<file path="src/rtl/piso_shift_register.sv">
// rtl/piso_shift_register.sv - parallel-in / serial-out transmitter with valid/ready load and framing flags
// Words are loaded over in_valid/in_ready and shifted out one bit per shift_en cycle.
module piso_shift_register #(
  parameter int WIDTH     = 4,
  parameter bit LSB_FIRST = 1'b1
) (
  input  logic             clk,
  input  logic             reset,
  input  logic [WIDTH-1:0] in_data,
  input  logic             in_valid,
  output logic             in_ready,
  input  logic             shift_en,
  output logic             ser_out,
  output logic             ser_valid,
  output logic             ser_first,
  output logic             ser_last,
  output logic             done
);

  localparam int              CW       = $clog2(WIDTH);
  localparam logic [CW-1:0]   LAST_IDX = CW'(WIDTH - 1);

  typedef enum logic {
    IDLE,
    SHIFT
  } state_t;

  state_t           state;
  state_t           state_next;
  logic [WIDTH-1:0] shreg;
  logic [CW-1:0]    cnt;
  logic             done_q;
  logic             load;
  logic             advance;
  logic             last_take;

  always_ff @(posedge clk or posedge reset) begin
    if (reset) state <= IDLE;
    else       state <= state_next;
  end

  // A new word may load on the same edge that consumes the last bit, so a
  // held in_valid produces back-to-back frames with no idle cycle.
  always_comb begin
    state_next = state;
    load       = 1'b0;
    advance    = 1'b0;
    last_take  = 1'b0;
    in_ready   = 1'b0;
    case (state)
      IDLE: begin
        in_ready = !reset;
        if (in_valid) begin
          load       = 1'b1;
          state_next = SHIFT;
        end
      end
      SHIFT: begin
        if (shift_en) begin
          if (cnt == LAST_IDX) begin
            last_take = 1'b1;
            in_ready  = !reset;
            if (in_valid) load = 1'b1;
            else          state_next = IDLE;
          end else begin
            advance = 1'b1;
          end
        end
      end
      default: state_next = IDLE;
    endcase
  end

  always_ff @(posedge clk or posedge reset) begin
    if (reset) begin
      shreg  <= '0;
      cnt    <= '0;
      done_q <= 1'b0;
    end else begin
      done_q <= last_take;
      if (load) begin
        shreg <= in_data;
        cnt   <= '0;
      end else if (advance) begin
        cnt   <= cnt + CW'(1);
        shreg <= LSB_FIRST ? (shreg >> 1) : (shreg << 1);
      end else if (last_take) begin
        cnt <= '0;
      end
    end
  end

  // The outgoing bit always sits at the end of the register nearest the line.
  assign ser_valid = (state == SHIFT);
  assign ser_out   = ser_valid & (LSB_FIRST ? shreg[0] : shreg[WIDTH-1]);
  assign ser_first = ser_valid && (cnt == '0);
  assign ser_last  = ser_valid && (cnt == LAST_IDX);
  assign done      = done_q;

endmodule
</file>
<file path="config.mk">
export PLATFORM = sky130hd
export DESIGN_NAME = piso_shift_register
export DESIGN_NICKNAME = d
export VERILOG_FILES = /design/src/rtl/piso_shift_register.sv
export SDC_FILE = /design/constraint.sdc
export NUM_CORES = 1
export LEC_CHECK = 0
export ABC_AREA = 1
export BUFFER_PORTS_ARGS = -buffer_cell sky130_fd_sc_hd__clkbuf_2
export CORE_AREA = 2 2 39 41
export CTS_CLUSTER_DIAMETER = 120
export CTS_CLUSTER_SIZE = 14
export DETAILED_ROUTE_END_ITERATION = 6
export DIE_AREA = 0 0 41 43
export GPL_ROUTABILITY_DRIVEN = 0
export GPL_TIMING_DRIVEN = 0
export HOLD_SLACK_MARGIN = 0.06
export PLACE_DENSITY = 0.69
export SETUP_SLACK_MARGIN = 0.2
export SYNTH_ARGS = -nofsm -noshare
export SYNTH_HDL_FRONTEND = slang
export SYNTH_SLANG_ARGS = --single-unit
</file>
<file path="constraint.sdc">
create_clock -name clk -period 3.44 [get_ports clk]
set_input_delay 0.172 -clock clk [delete_from_list [all_inputs] [get_ports clk]]
set_output_delay 0.172 -clock clk [all_outputs]
set_load 0.05 [all_outputs]
</file>
==> results.ini <==
[layout]
regArea_um2=200
utilization_pct=44.1
finalNetCount=91
syn2layout_area_growth_pct=23.9
fillers=164
multiInputGateArea_um2=244
diodes=0
final_common_cell=nand2_1
final_cell_mix=18 x nand2_1, 13 x clkbuf_2, 9 x inv_1
drive_gt1_share_pct=29.5

[clocking]
numCtsBuffers=3
cts_tree=done
clk_latency_ps=260
clock-sinks=8
htree_levels=1
cts_buffer_depth=2
cts_resized=0
cts-root-buf=clkbuf_4
clkSlewWorstSetupHoldPaths_ps=50

[sta]
maxSlewViolCount=0
finClkSkew_ps=5.08
setup_slack_ps=1890
tns_ps=0
rsz0062_at_grt=no
worst_slew_pin_slew_ps=318
min_period_ps=1550
max_freq_ghz=0.647
min_period_over_period_pct=44.9
finalHoldViolCount=0
setup_viol=0
slew_headroom_pct=78.8

[global_route]
grt_first_pass_wirelength_um=1590
grt_max_degree=11
grtUsageTotal_pct=13.8
grt.overflow.total=0
grt_pass1_vias=421
antenna_found_initial=0

[die]
rows=14
start_util_pct=35.6
io-pin-count=14
die_w_um=41
fp.dieH_um=43
dieArea_um2=1760
core_area_um2=1380

[setup_path]
crit_start=cnt[1]
crit_required_ps=3270
cp_max_fo=4
critPathCaptureType=output pin
rr_startpoint=cnt[0]
arrival_ps=1370
crit_type=register to output pin
crit_path_start_kind=register
worst-r2r-cell-count=7

[power]
powerDensity_nw_per_um2=751
ir_drop_mv=0.208
p_leak_nw=0.376

[place]
dp_hpwl_um=732
portBuffers=13
post-place-ws_ps=2160

[min_path]
holdCritStartpoint=in_data[3]
holdCritPathClass=primary input to register
whs_path_depth=3

[logic_synthesis]
ys_ff_latch=8
postSynthAreaPerCell_um2=8.08
seq_area_frac_synth_pct=40.6
ys_types=15
mappedNetlistArea_um2=493
synth_cells=61
synth_fp_nets=72
ys_warn_count=0

[detailed_routing]
drt_first_pass_iters=4
finalWirelength_um=951
post_drt_wl_per_cell_um=10.1
drt_iter0_markers=4
route.detailed.drc=0
vias=441
ant_nets=0
viasPerCell=4.69

[run_status]
status=complete, no violations

[flow_run]
cap_violations=0

## registers in the layout, summed over array words and instances (netlist names)
name       flops
done           1
cnt            2
ser_valid      1
shreg          4
## stage by stage
stage	hold slack [ps]	power (mW)	instances	cell area, um2
CTS	146	0.467	94	611
finish	149	0.458	94	611
floorplan	-12.3	0.339	61	493
global route	181	0.505	94	611
global placement	126	0.384	90	578
detailed placement	140	0.390	90	578
## metal layers
layer / global-route usage [%] / wire [um] / share of wire, % / vias to the layer above
met2: 20.6 / 428 / 45 / 15
li1: - / - / - / 228
met4: 12.0 / 36 / 3.8 / 0
met1: 15.2 / 438 / 46 / 194
met3: 3.14 / 49 / 5.2 / 4
met5: 0 / 0 / 0 / -
## critical path, stage by stage (launching register included)
cell	delay, ps
dfrtp_1	390
ha_1	200
nand2_2	90
a21oi_1	140
clkbuf_2	290
## where the power goes
| part | switching [mW] | internal (mW) |
|---|---|---|
| sequential | 0.0226 | 0.125 |
| combinational | 0.168 | 0.0705 |
| clock | 0.0325 | 0.0400 |
## what timing repair did
| action | 4_1_cts | 5_1_grt |
|---|---|---|
| hold endpoints to repair | 8 | 0 |
| hold buffers | 1 | 0 |
| setup buffers | 0 | 0 |
## cells in the mapped netlist
cell | instances | share of area [%]
nand2_4 | 2 | 4.6
nand3_1 | 7 | 7.1
o21a_1 | 1 | 1.5
dfrtp_1 | 8 | 41
buf_6 | 1 | 2.3
ha_1 | 3 | 7.6
a21oi_1 | 1 | 1.0
inv_1 | 9 | 6.9
nand2_2 | 2 | 2.5
nand3b_1 | 3 | 4.6
nand2_1 | 18 | 14
nand4_1 | 3 | 3.8
nor2_1 | 1 | 0.76
inv_2 | 1 | 0.76
nor2_4 | 1 | 2.3
## final cells by class
class / count / share of cell area (%)
inverters: 10 / 6.15
flip-flops and latches: 8 / 32.8
repair buffers: 14 / 12.3
well taps: 16 / 3.28
clock buffers: 3 / 3.69
plain buffers: 1 / 1.84
multi-input cells: 42 / 40.0
## cells by family (layout without fill, tap and decap cells)
logic type	Yosys count	after routing	share of synthesized area, %
and+or+nand+nor	37	37	39.3
AOI/OAI and AO/OA	2	2	2.54
adders and majority gates	3	3	7.62
DFF	8	8	40.6
buffers and inverters	11	28	9.90
## path summary, 6_finish.rpt
kind | slack [ps] | to
max in group asynchronous | 2790 | cnt[0]
max reg2reg | 2230 | shreg[2]
min in group asynchronous | 410 | shreg[0]
max | 1890 | in_ready
min reg2reg | 510 | shreg[3]
min | 150 | shreg[3]
No activity file was read; power rests on OpenSTA's default activity.
